`config.mk`:
```
export PLATFORM = sky130hd
export DESIGN_NAME = dmi_cdc_rx
export DESIGN_NICKNAME = d
export VERILOG_FILES = /design/src/rtl/dmi_cdc_rx.sv
export SDC_FILE = /design/constraint.sdc
export NUM_CORES = 1
export LEC_CHECK = 0
export CORE_ASPECT_RATIO = 1.4
export CORE_UTILIZATION = 65
export CTS_CLUSTER_SIZE = 8
export DETAILED_ROUTE_END_ITERATION = 12
export DONT_BUFFER_PORTS = 1
export GPL_TIMING_DRIVEN = 0
export PLACE_DENSITY = 0.81
export SLEW_MARGIN = 20
export SYNTH_ARGS = -nofsm -noshare
export SYNTH_HDL_FRONTEND = slang
export SYNTH_SLANG_ARGS = --single-unit
```
`constraint.sdc`:
```
create_clock -name clk -period 4.7 [get_ports clk]
set_clock_uncertainty 0.1 [all_clocks]
set_input_delay 1.41 -clock clk [delete_from_list [all_inputs] [get_ports clk]]
set_output_delay 1.41 -clock clk [all_outputs]
set_load 0.005 [all_outputs]
```
`src/rtl/dmi_cdc_rx.sv`:
```
// DM-side receiver for DMI requests from the JTAG DTM (tclk domain).
// The request level is synchronised, the payload captured, and completion is returned by a four-phase handshake.
module dmi_cdc_rx #(
   parameter int ABITS       = 7,
   parameter int SYNC_STAGES = 2,
   parameter int TIMEOUT     = 1024
) (
   input  logic             clk,
   input  logic             rst_n,
   input  logic             dtm_start,
   input  logic [1:0]       dtm_op,
   input  logic [ABITS-1:0] dtm_addr,
   input  logic [31:0]      dtm_wdata,
   output logic             dtm_finish,
   output logic [31:0]      dtm_rdata,
   output logic [1:0]       dtm_resp,
   output logic             dm_req_valid,
   input  logic             dm_req_ready,
   output logic [1:0]       dm_op,
   output logic [ABITS-1:0] dm_addr,
   output logic [31:0]      dm_wdata,
   input  logic             dm_resp_valid,
   input  logic [31:0]      dm_rdata,
   input  logic             dm_resp_err
);
   localparam int CW = $clog2(TIMEOUT + SYNC_STAGES) + 1;

   typedef enum logic [2:0] {ARM, IDLE, REQ, WAIT, DONE} state_t;

   state_t                 state_reg, state_next;
   logic [SYNC_STAGES-1:0] sync_reg;
   logic                   start_q_reg;
   logic                   start_s, rise, timeout;
   logic [1:0]             op_reg, op_next;
   logic [ABITS-1:0]       addr_reg, addr_next;
   logic [31:0]            wdata_reg, wdata_next;
   logic [31:0]            rdata_reg, rdata_next;
   logic [1:0]             resp_reg, resp_next;
   logic                   finish_reg, finish_next;
   logic [CW-1:0]          cnt_reg, cnt_next;

   assign start_s = sync_reg[SYNC_STAGES-1];
   assign rise    = start_s & ~start_q_reg;
   assign timeout = (cnt_reg == CW'(TIMEOUT - 1));

   always_ff @(posedge clk) begin
      if (!rst_n) begin
         state_reg   <= ARM;
         sync_reg    <= '0;
         start_q_reg <= 1'b0;
         op_reg      <= '0;
         addr_reg    <= '0;
         wdata_reg   <= '0;
         rdata_reg   <= '0;
         resp_reg    <= '0;
         finish_reg  <= 1'b0;
         cnt_reg     <= '0;
      end else begin
         state_reg   <= state_next;
         sync_reg    <= {sync_reg[SYNC_STAGES-2:0], dtm_start};
         start_q_reg <= start_s;
         op_reg      <= op_next;
         addr_reg    <= addr_next;
         wdata_reg   <= wdata_next;
         rdata_reg   <= rdata_next;
         resp_reg    <= resp_next;
         finish_reg  <= finish_next;
         cnt_reg     <= cnt_next;
      end
   end

   always_comb begin
      state_next  = state_reg;
      op_next     = op_reg;
      addr_next   = addr_reg;
      wdata_next  = wdata_reg;
      rdata_next  = rdata_reg;
      resp_next   = resp_reg;
      cnt_next    = cnt_reg;
      finish_next = (state_reg == DONE) && start_s;
      case (state_reg)
         // The chain is cleared by reset, so start_s is only trusted once it has refilled.
         ARM: begin
            if (cnt_reg == CW'(SYNC_STAGES)) begin
               if (!start_s) begin
                  state_next = IDLE;
                  cnt_next   = '0;
               end
            end else begin
               cnt_next = cnt_reg + 1'b1;
            end
         end
         IDLE: begin
            if (rise) begin
               op_next    = dtm_op;
               addr_next  = dtm_addr;
               wdata_next = dtm_wdata;
               rdata_next = '0;
               resp_next  = 2'd0;
               cnt_next   = '0;
               case (dtm_op)
                  2'd0:    state_next = DONE;
                  2'd3: begin
                     resp_next  = 2'd2;
                     state_next = DONE;
                  end
                  default: state_next = REQ;
               endcase
            end
         end
         REQ: begin
            cnt_next = cnt_reg + 1'b1;
            if (dm_req_ready && dm_resp_valid) begin
               rdata_next = (op_reg == 2'd1) ? dm_rdata : 32'd0;
               resp_next  = dm_resp_err ? 2'd2 : 2'd0;
               state_next = DONE;
            end else if (timeout) begin
               rdata_next = '0;
               resp_next  = 2'd2;
               state_next = DONE;
            end else if (dm_req_ready) begin
               state_next = WAIT;
            end
         end
         WAIT: begin
            cnt_next = cnt_reg + 1'b1;
            if (dm_resp_valid) begin
               rdata_next = (op_reg == 2'd1) ? dm_rdata : 32'd0;
               resp_next  = dm_resp_err ? 2'd2 : 2'd0;
               state_next = DONE;
            end else if (timeout) begin
               rdata_next = '0;
               resp_next  = 2'd2;
               state_next = DONE;
            end
         end
         DONE: begin
            if (!start_s) state_next = IDLE;
         end
         default: state_next = ARM;
      endcase
   end

   assign dtm_finish   = finish_reg;
   assign dtm_rdata    = rdata_reg;
   assign dtm_resp     = resp_reg;
   assign dm_req_valid = (state_reg == REQ);
   assign dm_op        = op_reg;
   assign dm_addr      = addr_reg;
   assign dm_wdata     = wdata_reg;
endmodule

```
==> results.sh, run 1 <==
export IMPL_die_y_um=91.69
export IMPL_drive_gt1_share_pct=10.13
export IMPL_grt_usage_pct=28.04
export IMPL_yosysTopAreaCell="dfxtp_1"
export IMPL_tns_ns=0
export IMPL_crit_slowest_cell="dfxtp_1"
export IMPL_cts_root_buf="clkbuf_8"
export IMPL_worst_path_buf_inv=0
export IMPL_dp_cells=526
export IMPL_place_hpwl_mm=6.171
export IMPL_worst_pin_slew_ns=0.6568
export IMPL_viasPerCell=5.836
export IMPL_status="complete, no violations"
export IMPL_syn_num_nets=540
export IMPL_cts_buffers=9
export IMPL_arrival_ns=1.29
export IMPL_grt_pass1_vias=2944
export IMPL_power_total_mw=1.601
export IMPL_antenna_found_initial=0
export IMPL_end_kind="output pin"
export IMPL_fp_dieW_um=66.07
export IMPL_route_detailed_drc=0
export IMPL_synth_async_reset_ratio_pct=0
export IMPL_crit_path_start_kind="register"
export IMPL_post_cts_setup_buffers=0
export IMPL_slowest_delay_ns=0.49
export IMPL_p_per_area_nw_per_um2=395.6
export IMPL_synth_edf_count=0
export IMPL_die_area_um2=6058
export IMPL_max_slew_margin_pct=55.85
export IMPL_wl_per_cell_um=15.43
export IMPL_synthFlopType="dfxtp_1"
export IMPL_final_cell_mix="157 x nand2_1, 94 x dfxtp_1, 51 x a21oi_1"
export IMPL_yosysSeqAreaShare_pct=50.39
export IMPL_synth_seq_cells=94
export IMPL_avgSynthCellArea_um2=8.155
export IMPL_io_buffers=0
export IMPL_yosysUniqueCellTypes=40
export IMPL_ioPinCount=156
export IMPL_gr_total_overflow=0
export IMPL_finalNetCount=551
export IMPL_wl_mm=8.362
export IMPL_critPathMaxFanout=8
export IMPL_htreeDepth=3
export IMPL_p_leak_nw=1.332
export IMPL_post_cts_resized=0
export IMPL_synth_top_area_share_pct=50.39
export IMPL_hold_violations=0
export IMPL_fin_hold_ws_ns=0.3522
export IMPL_seqCellArea_um2=1882
export IMPL_utilization_pct=73.23
export IMPL_cts_tree="done"
export IMPL_timing_fmax_ghz=0.3569
export IMPL_clock_sinks=94
export IMPL_crit_type="register to output pin"
export IMPL_synthTopCellsByArea="dfxtp_1 50%, nand2_1 16%, a21oi_1 6.8%"
export IMPL_hold_buffers=0
export IMPL_fin_cells=542
export IMPL_final_common_cell="nand2_1"
export IMPL_dr_total_vias=3163
export IMPL_grt_max_degree=18
export IMPL_clk_insertion_delay_late_ns=0.36
export IMPL_report_final_slew_viol_count=0
export IMPL_area_growth_pct=8.342
export IMPL_antenna_cells=0
export IMPL_multiInputGateArea_um2=1695
export IMPL_drtIter0Drc=217
export IMPL_cp_required_ns=3.19
export IMPL_start_util_pct=67.60
export IMPL_rsz0062_at_grt="false"
export IMPL_first_pass_iters=4
export IMPL_grt_pass1_wl_mm=13.12
export IMPL_critical_path_top_delay_family="flip-flops"
export IMPL_min_path_type="register to register"
export IMPL_core_area_um2=5525
export IMPL_synthCells=458
export IMPL_setup_viol=0
export IMPL_place_gp_congestion=0.8768
export IMPL_max_cap_violations=0
export IMPL_worstPathCellList="nand2b_1 > nor2_1"
export IMPL_yosys_warnings=0
export IMPL_clock_path_buffers=2
export IMPL_min_period_ns=2.802
export IMPL_synth_area_um2=3735
export IMPL_finalCritPeriodShare_pct=59.61
export IMPL_rows=32
export IMPL_nFillCells=436
export IMPL_drtAntennaViolNets=0
export IMPL_vdd_drop_max_uv=276.2
export IMPL_clk_pin_slew_ns=0.09
[metal layers]
layer  GRT usage [%]  up-vias  routed length [um]
li1                -     1558                   -
met1           32.12     1451                3234
met2           46.51      133                4247
met3           6.965       21                 649
met4           15.60        0                 231
met5               0        -                   0
[through the flow]
| stage | area (um2) | worst slack, ns |
|---|---|---|
| CTS | 4046 | 1.925 |
| detailed placement | 3820 | 1.639 |
| global placement | 3820 | 1.700 |
| floorplan | 3735 | 2.096 |
| global route | 4046 | 1.856 |
| finish | 4046 | 1.898 |
[synth_stat cells, types with 2 or more instances]
master	count
o21ai_0	5
nor3_1	5
nand3_1	9
nand3b_1	2
a2111oi_0	4
nand2_1	157
o211ai_1	2
o21ai_2	20
or3_1	2
nor4b_1	2
nor4_1	3
and2_1	3
clkbuf_1	26
dfxtp_1	94
nor2b_1	3
o21ai_1	10
a211oi_1	5
a31o_2	4
a21oi_1	51
xnor2_1	7
ha_1	3
nand4_1	3
nor2_1	13
nand2b_1	2
buf_6	3
inv_1	6
[cells by family after synthesis]
kind of cell | share of synthesized area [%]
AOI/OAI and AO/OA | 18.46
and+or+nand+nor | 24.29
adders and majority gates | 1.005
buffers and inverters | 4.221
DFF | 50.39
xor gates and xnor gates | 1.642
[where the power goes]
group          total [mW]  leakage (nW)  switching, mW  internal [mW]
clock network       0.601         0.116          0.294          0.307
logic               0.160         0.457          0.104         0.0561
registers           0.839         0.758         0.0226          0.817
total                1.60          1.33          0.421           1.18
[cell type report]
cell class / instances / area share [%]
Multi-Input combinational cell: 328 / 41.90
Inverter: 7 / 0.6494
Buffer: 29 / 3.247
Tap cell: 68 / 2.103
Clock buffer: 9 / 3.061
Clock inverter: 7 / 2.536
Sequential cell: 94 / 46.51
[path summary, 6_finish.rpt]
path,to,slack [ns],startpoint,cells past startpoint
worst min-delay path,sync_reg[1]$_SDFF_PN0_,0.35,sync_reg[0]$_SDFF_PN0_,1
worst min register to register,sync_reg[1]$_SDFF_PN0_,0.35,sync_reg[0]$_SDFF_PN0_,1
worst max-delay path,dm_req_valid,1.90,state_reg[1]$_SDFFE_PN0P_,2
worst max register to register,dtm_rdata[17]$_SDFFE_PN0P_,2.43,cnt_reg[1]$_SDFFE_PN0P_,6
Power figures use the tool's default switching activity.
==> inputs of run 2 (changes only) <==
--- a/config.mk
+++ b/config.mk
@@ -6,12 +6,12 @@
 export NUM_CORES = 1
 export LEC_CHECK = 0
 export CORE_ASPECT_RATIO = 1.4
-export CORE_UTILIZATION = 65
+export CORE_UTILIZATION = 62
 export CTS_CLUSTER_SIZE = 8
 export DETAILED_ROUTE_END_ITERATION = 12
 export DONT_BUFFER_PORTS = 1
 export GPL_TIMING_DRIVEN = 0
-export PLACE_DENSITY = 0.81
+export PLACE_DENSITY = 0.78
 export SLEW_MARGIN = 20
 export SYNTH_ARGS = -nofsm -noshare
 export SYNTH_HDL_FRONTEND = slang
==> constraint.sdc (replaced) <==
create_clock -name clk -period 2.9 [get_ports clk]
set_clock_uncertainty 0.1 [all_clocks]
set_input_delay 0.87 -clock clk [delete_from_list [all_inputs] [get_ports clk]]
set_output_delay 0.87 -clock clk [all_outputs]
set_load 0.005 [all_outputs]
==> results.sh, run 2 (synthesized netlist as in run 1, its figures left out) <==
export IMPL_drtIter0Drc=141
export IMPL_p_sw_mw=0.6717
export IMPL_nFillCells=479
export IMPL_post_cts_setup_buffers=0
export IMPL_gr_total_overflow=0
export IMPL_rr_worst_depth=6
export IMPL_crit_type="register to register"
export IMPL_cts_buffers=9
export IMPL_worst_pin_slew_ns=0.6407
export IMPL_hold_violations=0
export IMPL_die_y_um=93.84
export IMPL_cts_root_buf="clkbuf_8"
export IMPL_clock_sinks=94
export IMPL_max_slew_margin_pct=56.93
export IMPL_post_cts_resized=0
export IMPL_rsz0062_at_grt="false"
export IMPL_first_pass_iters=4
export IMPL_grt_usage_pct=26.40
export IMPL_vdd_drop_max_uv=410.1
export IMPL_antenna_cells=0
export IMPL_area_growth_pct=9.112
export IMPL_grt_pass1_wl_mm=12.77
export IMPL_p_seq_share_pct=50.8
export IMPL_clock_path_buffers=2
export IMPL_grt_max_degree=18
export IMPL_end_kind="register"
export IMPL_crit_slowest_cell="or4_4"
export IMPL_arrival_ns=2.40
export IMPL_die_area_um2=6343
export IMPL_rrSetupSlack_ns=0.65
export IMPL_place_gp_congestion=0.8835
export IMPL_cp_required_ns=3.05
export IMPL_p_leak_nw=1.339
export IMPL_report_final_slew_viol_count=0
export IMPL_pre_cts_slack_ns=0.3751
export IMPL_status="complete, no violations"
export IMPL_fp_dieW_um=67.60
export IMPL_critPathMaxFanout=10
export IMPL_route_detailed_drc=0
export IMPL_clkPwrFrac_pct=39.7
export IMPL_worst_path_buf_inv=1
export IMPL_start_util_pct=64.15
export IMPL_slowest_delay_ns=0.46
export IMPL_finalNetCount=551
export IMPL_fin_hold_ws_ns=0.3465
export IMPL_worst_slack_ns=0.6518
export IMPL_cts_tree="done"
export IMPL_clk_pin_slew_ns=0.09
export IMPL_power_total_mw=2.674
export IMPL_place_hpwl_mm=5.918
export IMPL_tns_ns=0
export IMPL_final_common_cell="nand2_1"
export IMPL_viasPerCell=5.682
export IMPL_min_period_ns=2.248
export IMPL_p_sw_share_pct=25.12
export IMPL_worstHoldEndpoint="sync_reg[1]$_SDFF_PN0_"
export IMPL_setup_viol=0
export IMPL_core_area_um2=5822
export IMPL_reg2reg_to="dtm_rdata[20]$_SDFFE_PN0P_"
export IMPL_finalCritPeriodShare_pct=77.52
export IMPL_internal_power_mw=2.002
export IMPL_hold_buffers=0
export IMPL_rows=33
export IMPL_drive_gt1_share_pct=10.13
export IMPL_grt_pass1_vias=2948
export IMPL_htreeDepth=3
export IMPL_wl_mm=8.020
export IMPL_critical_path_top_delay_family="simple AND/OR/NAND/NOR gates"
export IMPL_whs_path_depth=1
export IMPL_ioPinCount=156
export IMPL_p_per_area_nw_per_um2=656.1
export IMPL_reg2reg_from="cnt_reg[1]$_SDFFE_PN0P_"
export IMPL_holdCritStartpoint="sync_reg[0]$_SDFF_PN0_"
export IMPL_worstPathCellList="ha_1 > or3b_1 > or4_4 > a21oi_4 > buf_6 > o21ai_2"
export IMPL_crit_path_start_kind="register"
export IMPL_pwr_share_comb_pct=9.6
export IMPL_min_path_type="register to register"
export IMPL_final_cell_area_um2=4075
export IMPL_max_cap_violations=0
export IMPL_drtAntennaViolNets=0
export IMPL_timing_fmax_ghz=0.4448
export IMPL_placed_area_um2=3822
export IMPL_final_cell_mix="157 x nand2_1, 94 x dfxtp_1, 51 x a21oi_1"
export IMPL_clk_insertion_delay_late_ns=0.35
export IMPL_wl_per_cell_um=14.74
export IMPL_antenna_found_initial=0
export IMPL_dr_total_vias=3091
export IMPL_io_buffers=0
[run 2: through the flow]
stage / util (%) / cells
CTS: 70.00 / 544
detailed placement: 65.66 / 528
finish: 70.00 / 544
global route: 70.00 / 544
floorplan: - / 458
global placement: 65.66 / 528
[run 2: power by group through the flow]
stage / logic [mW] / registers [mW] / clock network (mW)
CTS: 0.257 / 1.36 / 1.08
global route: 0.288 / 1.36 / 1.13
finish: 0.256 / 1.36 / 1.06
detailed placement: 0.256 / 1.39 / 0
floorplan: 0.207 / 1.38 / 0
global placement: 0.248 / 1.39 / 0
[run 2: worst register-to-register path, stage by stage, from the launching register on]
cell	delay (ns)
dfxtp_1	0.40
ha_1	0.24
or3b_1	0.38
or4_4	0.46
a21oi_4	0.26
buf_6	0.22
o21ai_2	0.08
[run 2: layer usage]
metal,vias to the layer above,part of all wire (%),global-route usage (%)
met3,12,8.0,9.102
met4,0,1.8,12.06
met1,1398,40,29.07
met2,117,51,44.22
li1,1564,-,-
met5,-,0,0
[run 2: how the worst max path moves through the flow]
stage                            start                    endpoint  depth (start not counted)
6_report       cnt_reg[1]$_SDFFE_PN0P_  dtm_rdata[20]$_SDFFE_PN0P_                          6
5_1_grt        cnt_reg[0]$_SDFFE_PN0P_     cnt_reg[8]$_SDFFE_PN0P_                          7
4_1_cts        cnt_reg[1]$_SDFFE_PN0P_  dtm_rdata[22]$_SDFFE_PN0P_                          6
3_5_place_dp                     rst_n  dtm_rdata[29]$_SDFFE_PN0P_                          6
3_3_place_gp                     rst_n  dtm_rdata[19]$_SDFFE_PN0P_                          6
2_1_floorplan             dm_req_ready    dtm_resp[1]$_SDFFE_PN0P_                          4
[run 2: final cells by class]
cell class,instances,area [um2],share of cell area [%]
plain buffers,29,131.4,3.224
well taps,70,87.58,2.149
multi-input cells,328,1695,41.60
clock inverters,7,128.9,3.162
clock buffers,9,123.9,3.040
flip-flops and latches,94,1882,46.18
inverters,7,26.28,0.6448
